## src/rtl/vga_pixel_sink_if.sv

```systemverilog
// Upstream pixel stream into the VGA sink: valid/ready handshake carrying an RGB word
// and a start-of-frame flag.
interface vga_pixel_sink_if #(
    parameter int RGB_SIZE = 12
) ();
    logic                valid;
    logic                ready;
    logic [RGB_SIZE-1:0] rgb;
    logic                sof;

    modport master (output valid, output rgb, output sof, input ready);
    modport slave  (input valid, input rgb, input sof, output ready);
endinterface

```

## src/rtl/vga_pixel_sink.sv

```systemverilog
// Pixel sink for the VGA frame counter: aligns an SOF-tagged pixel stream to the raster,
// drives registered RGB/sync pins and flags underflow or SOF misalignment.
module vga_pixel_sink #(
    parameter int RSIZE     = 4,
    parameter int GSIZE     = 4,
    parameter int BSIZE     = 4,
    parameter int HSIZE     = 10,
    parameter int VSIZE     = 10,
    parameter int H_DISPLAY = 640,
    parameter int H_FP      = 16,
    parameter int H_SYNC    = 96,
    parameter int H_BP      = 48,
    parameter int V_DISPLAY = 480,
    parameter int V_FP      = 10,
    parameter int V_SYNC    = 2,
    parameter int V_BP      = 33,
    parameter bit SYNC_POL  = 1'b0
) (
    input  logic                 clk,
    input  logic                 rst,
    input  logic [HSIZE-1:0]     hcount,
    input  logic [VSIZE-1:0]     vcount,
    input  logic                 frame_start,
    vga_pixel_sink_if.slave      src,
    output logic [RSIZE-1:0]     vga_r,
    output logic [GSIZE-1:0]     vga_g,
    output logic [BSIZE-1:0]     vga_b,
    output logic                 vga_hsync,
    output logic                 vga_vsync,
    output logic                 locked,
    output logic                 underflow,
    output logic                 sof_err,
    output logic [15:0]          err_cnt
);
    localparam int RGB_SIZE = RSIZE + GSIZE + BSIZE;
    localparam int H_TOTAL  = H_DISPLAY + H_FP + H_SYNC + H_BP;
    localparam int V_TOTAL  = V_DISPLAY + V_FP + V_SYNC + V_BP;

    localparam logic [HSIZE-1:0] H_ACT_END = HSIZE'(H_DISPLAY);
    localparam logic [HSIZE-1:0] H_SY_BEG  = HSIZE'(H_DISPLAY + H_FP);
    localparam logic [HSIZE-1:0] H_SY_END  = HSIZE'(H_DISPLAY + H_FP + H_SYNC - 1);
    localparam logic [VSIZE-1:0] V_ACT_END = VSIZE'(V_DISPLAY);
    localparam logic [VSIZE-1:0] V_SY_BEG  = VSIZE'(V_DISPLAY + V_FP);
    localparam logic [VSIZE-1:0] V_SY_END  = VSIZE'(V_DISPLAY + V_FP + V_SYNC - 1);

    if (H_TOTAL > (1 << HSIZE) || V_TOTAL > (1 << VSIZE)) begin : g_timing_check
        $error("vga_pixel_sink: raster totals do not fit the counter widths");
    end

    typedef enum logic [1:0] {ALIGN, WAIT_FRAME, DISPLAY} state_t;

    state_t              state;
    logic                active;
    logic                hs_act;
    logic                vs_act;
    logic                ready_c;
    logic                take;
    logic                uf_evt;
    logic                se_evt;
    logic [RGB_SIZE-1:0] rgb_p1;
    logic                hsync_p1;
    logic                vsync_p1;

    assign active = (hcount < H_ACT_END) && (vcount < V_ACT_END);
    assign hs_act = (hcount >= H_SY_BEG) && (hcount <= H_SY_END);
    assign vs_act = (vcount >= V_SY_BEG) && (vcount <= V_SY_END);

    // Ready and error decode; nothing is accepted while rst is high.
    always_comb begin
        ready_c = 1'b0;
        uf_evt  = 1'b0;
        se_evt  = 1'b0;
        if (!rst) begin
            unique case (state)
                ALIGN:      ready_c = !src.sof;
                WAIT_FRAME: begin
                    ready_c = frame_start && src.valid;
                    uf_evt  = frame_start && !src.valid;
                end
                DISPLAY: begin
                    if (active) begin
                        ready_c = src.valid && (src.sof == frame_start);
                        uf_evt  = !src.valid;
                        se_evt  = src.valid && (src.sof != frame_start);
                    end
                end
                default: ready_c = 1'b0;
            endcase
        end
    end

    assign src.ready = ready_c;
    // Pixels drained in ALIGN are thrown away, never shown.
    assign take = ready_c && src.valid && (state != ALIGN);

    // Stage p1: registered pins, state and error reporting.
    always_ff @(posedge clk) begin
        if (rst) begin
            state     <= ALIGN;
            locked    <= 1'b0;
            underflow <= 1'b0;
            sof_err   <= 1'b0;
            err_cnt   <= 16'd0;
            rgb_p1    <= '0;
            hsync_p1  <= ~SYNC_POL;
            vsync_p1  <= ~SYNC_POL;
        end else begin
            underflow <= uf_evt;
            sof_err   <= se_evt;
            if ((uf_evt || se_evt) && (err_cnt != 16'hFFFF)) begin
                err_cnt <= err_cnt + 16'd1;
            end
            rgb_p1   <= take ? src.rgb : '0;
            hsync_p1 <= hs_act ^ ~SYNC_POL;
            vsync_p1 <= vs_act ^ ~SYNC_POL;
            unique case (state)
                ALIGN: begin
                    if (src.valid && src.sof) state <= WAIT_FRAME;
                end
                WAIT_FRAME: begin
                    if (take) begin
                        state  <= DISPLAY;
                        locked <= 1'b1;
                    end
                end
                DISPLAY: begin
                    if (uf_evt || se_evt) begin
                        state  <= ALIGN;
                        locked <= 1'b0;
                    end
                end
                default: begin
                    state  <= ALIGN;
                    locked <= 1'b0;
                end
            endcase
        end
    end

    assign vga_r     = rgb_p1[RGB_SIZE-1 -: RSIZE];
    assign vga_g     = rgb_p1[GSIZE+BSIZE-1 -: GSIZE];
    assign vga_b     = rgb_p1[BSIZE-1:0];
    assign vga_hsync = hsync_p1;
    assign vga_vsync = vsync_p1;
endmodule

```

## src/flat_wrapper.sv

```systemverilog
// flat-port wrapper written by rule: the top's interface ports become plain ports
module vga_pixel_sink_flat 
#(
    parameter int RSIZE     = 4,
    parameter int GSIZE     = 4,
    parameter int BSIZE     = 4,
    parameter int HSIZE     = 10,
    parameter int VSIZE     = 10,
    parameter int H_DISPLAY = 640,
    parameter int H_FP      = 16,
    parameter int H_SYNC    = 96,
    parameter int H_BP      = 48,
    parameter int V_DISPLAY = 480,
    parameter int V_FP      = 10,
    parameter int V_SYNC    = 2,
    parameter int V_BP      = 33,
    parameter bit SYNC_POL  = 1'b0
)
  (clk, rst, hcount, vcount, frame_start, vga_r, vga_g, vga_b, vga_hsync, vga_vsync, locked, underflow, sof_err, err_cnt, src_valid, src_rgb, src_sof, src_ready);
  vga_pixel_sink_if #(.RGB_SIZE(12)) src_i ();
  input  logic clk;
  input  logic rst;
  input  logic [HSIZE-1:0] hcount;
  input  logic [VSIZE-1:0] vcount;
  input  logic frame_start;
  output logic [RSIZE-1:0] vga_r;
  output logic [GSIZE-1:0] vga_g;
  output logic [BSIZE-1:0] vga_b;
  output logic vga_hsync;
  output logic vga_vsync;
  output logic locked;
  output logic underflow;
  output logic sof_err;
  output logic [15:0] err_cnt;
  input wire logic [$bits(src_i.valid)-1:0] src_valid;
  input wire logic [$bits(src_i.rgb)-1:0] src_rgb;
  input wire logic [$bits(src_i.sof)-1:0] src_sof;
  output wire logic [$bits(src_i.ready)-1:0] src_ready;
  assign src_i.valid = src_valid;
  assign src_i.rgb = src_rgb;
  assign src_i.sof = src_sof;
  assign src_ready = src_i.ready;
  vga_pixel_sink #(.RSIZE(RSIZE), .GSIZE(GSIZE), .BSIZE(BSIZE), .HSIZE(HSIZE), .VSIZE(VSIZE), .H_DISPLAY(H_DISPLAY), .H_FP(H_FP), .H_SYNC(H_SYNC), .H_BP(H_BP), .V_DISPLAY(V_DISPLAY), .V_FP(V_FP), .V_SYNC(V_SYNC), .V_BP(V_BP), .SYNC_POL(SYNC_POL)) u_core (.clk(clk), .rst(rst), .hcount(hcount), .vcount(vcount), .frame_start(frame_start), .src(src_i), .vga_r(vga_r), .vga_g(vga_g), .vga_b(vga_b), .vga_hsync(vga_hsync), .vga_vsync(vga_vsync), .locked(locked), .underflow(underflow), .sof_err(sof_err), .err_cnt(err_cnt));
endmodule
```

## config.mk

```make
export PLATFORM = sky130hd
export DESIGN_NAME = vga_pixel_sink_flat
export DESIGN_NICKNAME = d
export VERILOG_FILES = /design/src/rtl/vga_pixel_sink_if.sv /design/src/rtl/vga_pixel_sink.sv /design/src/flat_wrapper.sv
export SDC_FILE = /design/constraint.sdc
export NUM_CORES = 1
export LEC_CHECK = 0
export ABC_CLOCK_PERIOD_IN_PS = 2900
export BUFFER_PORTS_ARGS = -buffer_cell sky130_fd_sc_hd__buf_2
export CORE_MARGIN = 4
export CORE_UTILIZATION = 35
export DETAILED_ROUTE_END_ITERATION = 8
export PLACE_DENSITY_LB_ADDON = 0.2
export SLEW_MARGIN = 20
export SYNTH_ARGS = -nofsm -noshare
export SYNTH_HDL_FRONTEND = slang
export SYNTH_SLANG_ARGS = --single-unit
```

## constraint.sdc

```tcl
create_clock -name clk -period 2.9 [get_ports clk]
set_clock_uncertainty 0.05 [all_clocks]
set_input_delay 0.87 -clock clk [delete_from_list [all_inputs] [get_ports clk]]
set_output_delay 0.87 -clock clk [all_outputs]
set_load 0.01 [all_outputs]
```

Word level (Yosys, flattened, before mapping)
Index checks and enable logic that the tools add are counted.
Cells by class
  muxes and demuxes: 16
  add/sub/neg operators: 1
  magnitude comparators: 6
  equal/unequal tests: 8
  reduce and logical (&&, ||, !) cells: 19
  bitwise operators: 4
Operators with widths (count)
  $add 16x1->16 const B: 1
  $ne 16x16->1 const B: 1
  $logic_and 1x1->1: 11
  $ge 10x10->1 const B: 1
  $ge 10x9->1 const B: 1
  $le 10x10->1 const B: 1
  $le 10x9->1 const B: 1
  $lt 10x10->1 const B: 1
  $lt 10x9->1 const B: 1
  $mux 1: 9
  $mux 2: 3
  $ne 2x1->1 const B: 3
  $pmux 1 s3: 2
  $pmux 2 s3: 1
  $reduce_and 3->1: 2
  $not 1->1: 4
  $eq 2x1->1 const B: 1
  $eq 2x2->1 const B: 1
  $logic_not 1->1: 2
  $logic_not 2->1: 1
  $pmux 1 s2: 1
  $reduce_bool 2->1: 1
  $reduce_or 2->1: 1
  $eq 1x1->1: 1
  2 further kinds: 2
Storage, ports and cells
  logic and storage cells: 62
  output and inout bits: 34
  bits of input ports: 37
  flip-flop bits (word level): 35

Longest topological paths before layout
  word-level depth: 9
  depth in mapped cells: 8
  depth with buffers taken out: 7

Least setup slack after synthesis
No wires, ideal clock.
  kind: input -> output
  start: in vcount[5]
  end: out src_ready
  slack: 0.127 ns
  buffers on the path: 0
  arrival: 1.853 ns
  required time: 1.980 ns
  cell stages on the path: 5
  cell sequence: a41oi_1 -> and3_1 -> a22o_1 -> a21oi_1 -> nor3_1
On the way
  longest elaborated chain between the ends: 5
Ends and longest elaborated chain
  start, declared: RTL line flat_wrapper.sv:24  | input logic [VSIZE-1:0] vcount;
  $lt 10x9->1: RTL line vga_pixel_sink.sv:64  | assign active = (hcount < H_ACT_END) && (vcount < V_ACT_END);
  $logic_and 1x1->1: RTL line vga_pixel_sink.sv:64
  $mux 1: RTL line vga_pixel_sink.sv:81  | if (active) begin
  $pmux 1 s3: RTL line vga_pixel_sink.sv:74  | unique case (state)
  $mux 1: RTL line vga_pixel_sink.sv:73  | if (!rst) begin
  end, declared: RTL line flat_wrapper.sv:38  | output wire logic [$bits(src_i.ready)-1:0] src_ready;
No other way between the ends.

Worst setup path after layout
  start: in vcount[8]
  end: out src_ready
Same word-level chain as after synthesis.

==> metrics <==
worst setup margin=between 0.04 and 0.05 ns; IO buf count=65; Placed Area=a little over 2000 um^2; final setup fails=0; register area share after synthesis=between 40% and 50%; Area Overhead vs Synth=36.1%; cell taking the most area after synthesis=dfxtp_1; area of the mapped netlist=1620 um^2; Synth Flop Type=dfxtp_1; Finished Layout Cells=310; DRC viols=0; TritonRoute pass-1 iters=4; CTS Root Cell=clkbuf_8; clock sink count=35; Post-synth ARST share=0%; first-pass GRT wire length=around 6600 um; Slew headroom=between 60% and 70%; R2R Setup Slk=between 0.4 and 0.5 ns; YS warnings=0; post-detail-place hpwl=just under 3000 um; fin. max-slew vios=0; number of instances in the placed design=roughly 300; All-Layer GR Usage=between 10 and 15%; CTS buffer count=5; full die area=a little under 6000 um^2; outcome=finished, final reports clean; multi-input combinational cell area=approximately 900 um^2; cell leakage power=1.01 nW; row count=24; Core ar.=between 4000 and 5000 um^2; Cell Pwr Density=~430 nW/um^2; post-synthesis cell type count=42; clk_lat worst skew=~0.28 ns; cell area after layout=2200 um^2; ranking of synthesized cells by area=dfxtp_1, and3_1, ha_1; initial DRC count=between 90 and 100; clock slew at reported path FFs=0.07 ns; CTS tree=yes; Starting Density=between 30% and 40%; Hold Crit Depth=2; Slew @ Worst Pin=a little over 0.5 ns; CP max FO=3; EDFF count, synth=0; Yosys top cell area share=43.3%; worst path cell trace=buf_8, a41oi_4, and3_4, a22o_1, a21oi_2, nor3_2, buf_2; period utilization=98.5%; HP Class=reg -> reg; crit path DAT=approximately 1.9 ns; Crit-path slowest cell=a41oi_4; Syn Inst Count=180; peak supply drop=about 0.3 mV; CP endpoint kind=primary output; io pins=71; Yosys reg bits=35; final wirelength=between 3000 and 4000 um; RSZ-0062 raised after global routing=true; Post-DRT Antenna Nets=0; Worst R2R Path Depth=8; final hold vios=0; max incr delay on CP=approximately 0.22 ns; CP top delay family=compound AO/OA/AOI/OAI gates; storage element area=~700 um^2; Routed WL per cell=between 10 and 15 um; critical path class=in -> out; vias in the first global route=about 1500; Max Clk Rate=around 350 MHz; antenna cells=0; Synthesized Nets=about 220; minimum clock period=~2.9 ns; Max-Cap Viols=0; Placer Congestion=around 0.81; count leader, synth=dfxtp_1; post-place setup slack=-0.0404 ns; Post-synth top cells=dfxtp_1, and3_1, nand2_1, nor2_1, a21oi_1; largest net degree at the start of global routing=17; CP startpoint kind=primary input; gr ovfl total=0; Power, Total=around 940 uW; vias=roughly 1600; vias per std cell=5.13; initial antenna violation count=0; Die W=76.0 um; Required @ worst endpoint=a little under 2 ns; Post-Synthesis Mean Instance Area=roughly 9 um^2; Net count, final=about 300; worst path bufs/invs=2; Max Root-Sink Buffers=2; fillcell total=449; layout cells sized above 1=a little under two fifths; stages on the worst setup path=7; DIE HEIGHT=76.0 um; H-Tree Depth=2
[worst reg2reg max path, cell delays in order, from the launching register on]
cell     delay, ns
dfxtp_1       0.39
inv_1         0.08
ha_1          0.29
nor3b_1       0.24
nand2_1       0.15
a221o_1       0.50
buf_4         0.21
or3_1         0.34
a21oi_1       0.12
[area by class of cell]
class                   count  area share (%)
inverters                   6            1.02
flip-flops and latches     35            31.8
well taps                  52            2.95
clock buffers               6            3.29
multi-input cells         132            40.8
repair buffers             77            19.6
clock inverters             2           0.568
[per-stage QoR]
stage	TNS (ns)	hold slack (ns)	utilization, %
3_5_place_dp	-0.0404	0.464	46.6
2_1_floorplan	0	0.471	-
3_3_place_gp	-0.0358	0.454	46.6
4_1_cts	0	0.474	48.7
6_report	0	0.475	49.9
5_1_grt	-0.0513	0.497	49.9
[layout by cell type (no fill, tap or decap), types with 2 or more instances in the layout]
cell	synthesis	routed
clkbuf_8	0	5
nor3_1	3	2
or3_1	4	4
buf_2	0	63
nor2b_1	6	6
nand3_1	7	7
xnor2_1	2	2
a31o_2	2	2
nor4_1	3	3
o31ai_1	3	3
mux2_1	2	2
dfxtp_1	35	35
nand2_1	12	12
ha_1	5	5
and3_1	16	15
nor2_1	12	12
nor4b_1	2	2
or4_1	5	5
nor3b_1	3	3
o21ai_0	6	5
nand4_1	7	7
a21oi_1	11	10
and2_1	2	2
buf_4	0	12
inv_1	6	6
[layer usage]
| metal | vias up | track usage (%) | share of wire, % |
|---|---|---|---|
| met4 | 0 | 4.80 | 0.58 |
| li1 | 822 | - | - |
| met3 | 2 | 6.15 | 9.1 |
| met5 | - | 0 | 0 |
| met1 | 708 | 16.3 | 48 |
| met2 | 57 | 21.1 | 43 |
[kinds of logic after synthesis]
logic type / after synthesis / share of synthesized area, %
compound gates: 34 / 14.8
xor+xnor: 3 / 1.62
fa+ha+maj: 5 / 3.86
buf+inv: 13 / 3.48
flops: 35 / 43.3
mux: 4 / 2.70
simple gates: 86 / 30.3
[what timing repair did]
action	in CTS	in global routing
pin swaps	0	5
setup endpoints to repair	1	1
buffers inserted	0	1
gates resized for setup	2	8
hold buffers	0	0
[state kept, by name, indices dropped and copies added, names as in the netlist]
signal,count
u_core.sof_err,1
u_core.rgb_p1,12
u_core.vga_hsync,1
u_core.underflow,1
u_core.err_cnt,16
u_core.locked,1
u_core.vga_vsync,1
u_core.state,2
[report_power, final]
part	total (mW)	switching, mW	internal, mW
combinational	0.106	0.0532	0.0532
sequential	0.489	0.00333	0.485
clock	0.343	0.175	0.168
[final timing paths]
path / from / endpoint
worst max register to register: u_core.state[0] / u_core.err_cnt[4]
worst max-delay path: vcount[8] / src_ready
worst min register to register: u_core.err_cnt[4] / u_core.err_cnt[4]
worst min-delay path: u_core.err_cnt[4] / u_core.err_cnt[4]
(Power assumes the default switching activity.)
